File: src/rtl/reg_file_sb.sv
// Register file with two async read ports, one write port, a pending-write
// scoreboard and a sequential clear FSM. Define RF_BYPASS_EN for write-to-read forwarding.
module reg_file_sb #(
  parameter int XLEN = 32,
  parameter int NREG = 32,
  parameter int AW   = $clog2(NREG)
) (
  input  logic            clk,
  input  logic            reset_n,
  input  logic            clr_req,
  output logic            clr_busy,
  input  logic [AW-1:0]   pr1,
  input  logic [AW-1:0]   pr2,
  output logic [XLEN-1:0] rd1,
  output logic [XLEN-1:0] rd2,
  output logic            rdy1,
  output logic            rdy2,
  input  logic            we,
  input  logic [AW-1:0]   wr,
  input  logic [XLEN-1:0] wd,
  input  logic            iss_valid,
  input  logic [AW-1:0]   iss_rd
);

  typedef enum logic [0:0] {
    ST_IDLE  = 1'b0,
    ST_CLEAR = 1'b1
  } state_t;

  state_t          r_state;
  state_t          w_state_nxt;
  logic [AW-1:0]   r_idx;
  logic [AW-1:0]   w_idx_nxt;
  logic [XLEN-1:0] r_rf [NREG];
  logic [NREG-1:0] r_pend;
  logic [NREG-1:0] w_pend_nxt;
  logic            w_wr_fire;
  logic            w_iss_fire;
  logic [XLEN-1:0] w_rd1;
  logic [XLEN-1:0] w_rd2;
  logic            w_rdy1;
  logic            w_rdy2;

  localparam logic [AW-1:0] LAST_IDX = AW'(NREG - 1);
  localparam logic [AW-1:0] ZERO_A   = {AW{1'b0}};
  localparam logic [AW-1:0] ONE_A    = AW'(1);

  assign w_wr_fire  = we && (wr != ZERO_A) && (r_state == ST_IDLE);
  assign w_iss_fire = iss_valid && (iss_rd != ZERO_A) && (r_state == ST_IDLE);
  assign clr_busy   = (r_state == ST_CLEAR);

  always_ff @(posedge clk or negedge reset_n) begin
    if (!reset_n) begin
      r_state <= ST_IDLE;
      r_idx   <= ONE_A;
      r_pend  <= {NREG{1'b0}};
    end else begin
      r_state <= w_state_nxt;
      r_idx   <= w_idx_nxt;
      r_pend  <= w_pend_nxt;
    end
  end

  always_comb begin
    w_state_nxt = r_state;
    w_idx_nxt   = r_idx;
    case (r_state)
      ST_IDLE: begin
        if (clr_req) begin
          w_state_nxt = ST_CLEAR;
        end else begin
          w_state_nxt = ST_IDLE;
        end
        w_idx_nxt = ONE_A;
      end
      ST_CLEAR: begin
        if (r_idx == LAST_IDX) begin
          w_state_nxt = ST_IDLE;
          w_idx_nxt   = ONE_A;
        end else begin
          w_state_nxt = ST_CLEAR;
          w_idx_nxt   = r_idx + ONE_A;
        end
      end
      default: begin
        w_state_nxt = ST_IDLE;
        w_idx_nxt   = ONE_A;
      end
    endcase
  end

  // Clear before set: a same-cycle issue is the newer producer and must win.
  always_comb begin
    w_pend_nxt = r_pend;
    if (r_state == ST_CLEAR) begin
      w_pend_nxt[r_idx] = 1'b0;
    end else begin
      if (w_wr_fire) begin
        w_pend_nxt[wr] = 1'b0;
      end else begin
        w_pend_nxt = w_pend_nxt;
      end
      if (w_iss_fire) begin
        w_pend_nxt[iss_rd] = 1'b1;
      end else begin
        w_pend_nxt = w_pend_nxt;
      end
    end
    w_pend_nxt[0] = 1'b0;
  end

  always_ff @(posedge clk or negedge reset_n) begin
    if (!reset_n) begin
      for (int i = 0; i < NREG; i++) begin
        r_rf[i] <= {XLEN{1'b0}};
      end
    end else if (r_state == ST_CLEAR) begin
      r_rf[r_idx] <= {XLEN{1'b0}};
    end else if (w_wr_fire) begin
      r_rf[wr] <= wd;
    end
  end

  // Read ports; decode is stalled on both ports while the clear runs.
  always_comb begin
    w_rd1  = (pr1 == ZERO_A) ? {XLEN{1'b0}} : r_rf[pr1];
    w_rd2  = (pr2 == ZERO_A) ? {XLEN{1'b0}} : r_rf[pr2];
    w_rdy1 = 1'b0;
    w_rdy2 = 1'b0;
    if (r_state == ST_IDLE) begin
      w_rdy1 = (pr1 == ZERO_A) ? 1'b1 : ~r_pend[pr1];
      w_rdy2 = (pr2 == ZERO_A) ? 1'b1 : ~r_pend[pr2];
    end else begin
      w_rdy1 = 1'b0;
      w_rdy2 = 1'b0;
    end
`ifdef RF_BYPASS_EN
    if (w_wr_fire && (wr == pr1)) begin
      w_rd1  = wd;
      w_rdy1 = 1'b1;
    end else begin
      w_rd1 = w_rd1;
    end
    if (w_wr_fire && (wr == pr2)) begin
      w_rd2  = wd;
      w_rdy2 = 1'b1;
    end else begin
      w_rd2 = w_rd2;
    end
`endif
  end

  assign rd1  = w_rd1;
  assign rd2  = w_rd2;
  assign rdy1 = w_rdy1;
  assign rdy2 = w_rdy2;

endmodule

File: config.mk
export PLATFORM = sky130hd
export DESIGN_NAME = reg_file_sb
export DESIGN_NICKNAME = d
export VERILOG_FILES = /design/src/rtl/reg_file_sb.sv
export SDC_FILE = /design/constraint.sdc
export NUM_CORES = 2
export LEC_CHECK = 0
export BUFFER_PORTS_ARGS = -buffer_cell sky130_fd_sc_hd__buf_2
export CAP_MARGIN = 25
export CORE_MARGIN = 2
export CORE_UTILIZATION = 34
export CTS_BUF_LIST = sky130_fd_sc_hd__clkbuf_8
export CTS_CLUSTER_DIAMETER = 30
export DETAILED_ROUTE_END_ITERATION = 6
export PLACE_DENSITY = 0.58
export SLEW_MARGIN = 15
export SYNTH_ARGS = -nofsm -noshare
export SYNTH_HDL_FRONTEND = slang
export SYNTH_SLANG_ARGS = --single-unit
File: constraint.sdc
create_clock -name clk -period 2.75 [get_ports clk]
set_input_delay 0.4125 -clock clk [delete_from_list [all_inputs] [get_ports clk]]
set_output_delay 0.4125 -clock clk [all_outputs]
set_load 0.005 [all_outputs]
==> results.cfg <==
[route]
avgRoutedWirePerCell_um = 33.1
vias = 42605
wirelength_um = 216000
first_pass_iters = 5
drt-initial-drc-count = 5135
detail-route-antenna-nets = 0
viasPerCell = 6.50
drc_errors = 0

[flow_run]
drv_cap = 0

[setup_path]
setup.worst_path.start_class = register
worstPathMaxFanout = 2
regToRegStartpoint = r_idx[0]
required_ns = 2.34
worstSetupPathType = register to primary output
startpoint = r_rf[945]
cp-end-kind = primary output
r2r_slack_ns = 0.16
crit_arrival_ns = 2.63

[floorplanning]
fp-row-count = 148
die_area_um2 = 167000
die_w_um = 408
die_h_um = 408
ios = 124
core_area_um2 = 163000
start_util_pct = 34.2

[yosys]
syn_nets = 3942
ys_top_cells_by_area = dfrtp_1 (48%), mux4_2 (21%), a22o_1 (16%)
synth_edf_count = 0
ys_top_cells_by_count = dfrtp_1 (1060), a22o_1 (994), mux4_2 (524), clkbuf_1 (278), mux2i_1 (260)
synth_top_cell_by_area = dfrtp_1
synth_ff_type = dfrtp_1
synth.distinct_cells = 54
avgSynthCellArea_um2 = 14.3
postSynth.asyncResetShare_pct = 100
ys_ff_latch = 1061
yosysSeqAreaShare_pct = 47.7
yosysMostFrequentCell = dfrtp_1
syn_area_um2 = 55600
synthCells = 3880
synth_top_area_share_pct = 47.7
ys_warn_count = 0

[sta]
finalHoldViolCount = 0
finClkSkew_ns = 0.0629
setup_viol = 66
grt_setup_unrepaired = true
setup_ws_ns = -0.292
post-route-min-period_ns = 3.04
fmax_mhz = 329
whs_ns = 0.0420
tightest_slew_ns = 0.974
drv_slew = 0
fin_crit_sh_pct = 111
slew_headroom_pct = 34.9

[min_path]
hp-class = input pin to asynchronous set/reset pin

[clocking]
htreeDepth = 4
cts_root_buf = clkbuf_8
clock-sinks = 1061
cts_tree = done
clk_latency_ns = 0.96
clk_pin_slew_worst_paths_ns = 0.06
cts_buffer_depth = 3
cts-buffers-inserted = 218

[global_route]
grt_start_max_net_pins = 102
first_global_vias = 43569
antenna_found_initial = 11
gr-total-overflow = 0
grt_pass1_wl_um = 315000
grtUsageTotal_pct = 25.6

[placed_design]
hpwl_um = 131000
post-place-ws_ns = -0.344
io_buffers = 123
globalplace.congestion = 0.865

[cells_and_area]
synthToLayoutAreaGrowth_pct = 23.6
drive_gt1_share_pct = 39.5
final_nets = 4242

[power_and_ir_drop]
power_density_nw_per_um2 = 645
leakage_nw = 30.2
vdd_drop_max_v = 0.000648

[status]
violations = negative setup slack
status = finished, violations left
kinds of logic (layout without fill, tap and decap cells):
logic type                 count (synthesis)  after routing  synth area share (%)
muxes                                    850            850                  27.2
adders and majority gates                  5              5                 0.112
other                                      0              5                     0
and+or+nand+nor                          221            221                  2.20
buffers and inverters                    511           1001                  4.13
xor gates and xnor gates                   2              2                0.0315
AOI/OAI and AO/OA                       1230           1230                  18.6
DFF                                     1061           1061                  47.7
final cells by class:
type | count | area (µm²)
Sequential cell | 1061 | 26600
Tap cell | 2175 | 2720
Clock inverter | 144 | 1760
Multi-Input combinational cell | 2308 | 28200
Antenna cell | 5 | 12.5
Inverter | 15 | 61.3
Clock buffer | 266 | 3660
Fill cell | 14756 | 93800
Timing Repair Buffer | 576 | 5760
stage by stage:
stage          area (µm²)  utilization [%]  total power, mW  setup TNS, ns  instances
3_5_place_dp        61700             37.9             23.9         -0.796       6045
4_1_cts             68300             42.0             44.4         -15.18       6509
6_report            68700             42.3             44.4         -11.26       6550
2_1_floorplan       55600                -             20.4              0       3880
3_3_place_gp        61600             37.9             23.8         -0.978       6041
5_1_grt             68700             42.3             45.7         -15.43       6550
power breakdown:
part / switching [mW] / total [mW] / internal (mW)
registers: 0.579 / 16.9 / 16.3
clock network: 7.98 / 20.3 / 12.3
logic: 4.32 / 7.21 / 2.89
total: 12.9 / 44.4 / 31.5
worst paths after layout:
kind	end	cells past startpoint
max	rd1[17]	5
max in group asynchronous	r_rf[344]	3
max reg2reg	r_rf[628]	7
min reg2reg	r_rf[209]	1
min in group clk	r_rf[385]	2
min	r_rf[705]	2
cells in the final DEF, fill, tap and decap left out, drive strengths merged, types with 26 or more instances in the layout:
master  Yosys  layout
a21oi     105     105
a22oi      26      26
nor2b      36      36
mux4      524     524
clkinv      0      51
mux2i     260     260
a221o      64      64
o21ai      27      27
nor2       44      44
mux2       66      66
a22o      994     994
nand2      89      89
clkbuf    278     266
buf       218     559
dfrtp    1060    1060
inv        15      50
bufinv      0      36
critical path, cell delays in order (launching register included):
cell	delay, ns
dfrtp_1	0.42
mux4_2	0.47
mux2i_2	0.21
a221o_1	0.31
a21oi_4	0.08
buf_2	0.18
layer usage:
layer	GRT usage, %	vias up	share of wire, %
li1	-	16420	-
met1	34.0	22652	39
met2	38.5	2900	45
met3	7.35	631	10
met4	12.6	2	5.2
met5	0	-	0.0060
timing repair:
item,4_1_cts,5_1_grt
resized for setup,173,30
buffers inserted,42,37
hold buffers,17,0
endpoints found under the setup margin,66,66
pin swaps,64,39
endpoints found under the hold margin,836,0
flip-flops by register name (all words and copies together), names as in the netlist:
name,count
clr_busy,1
r_pend,31
r_rf,1024
r_idx,5
(Power assumes the default switching activity.)
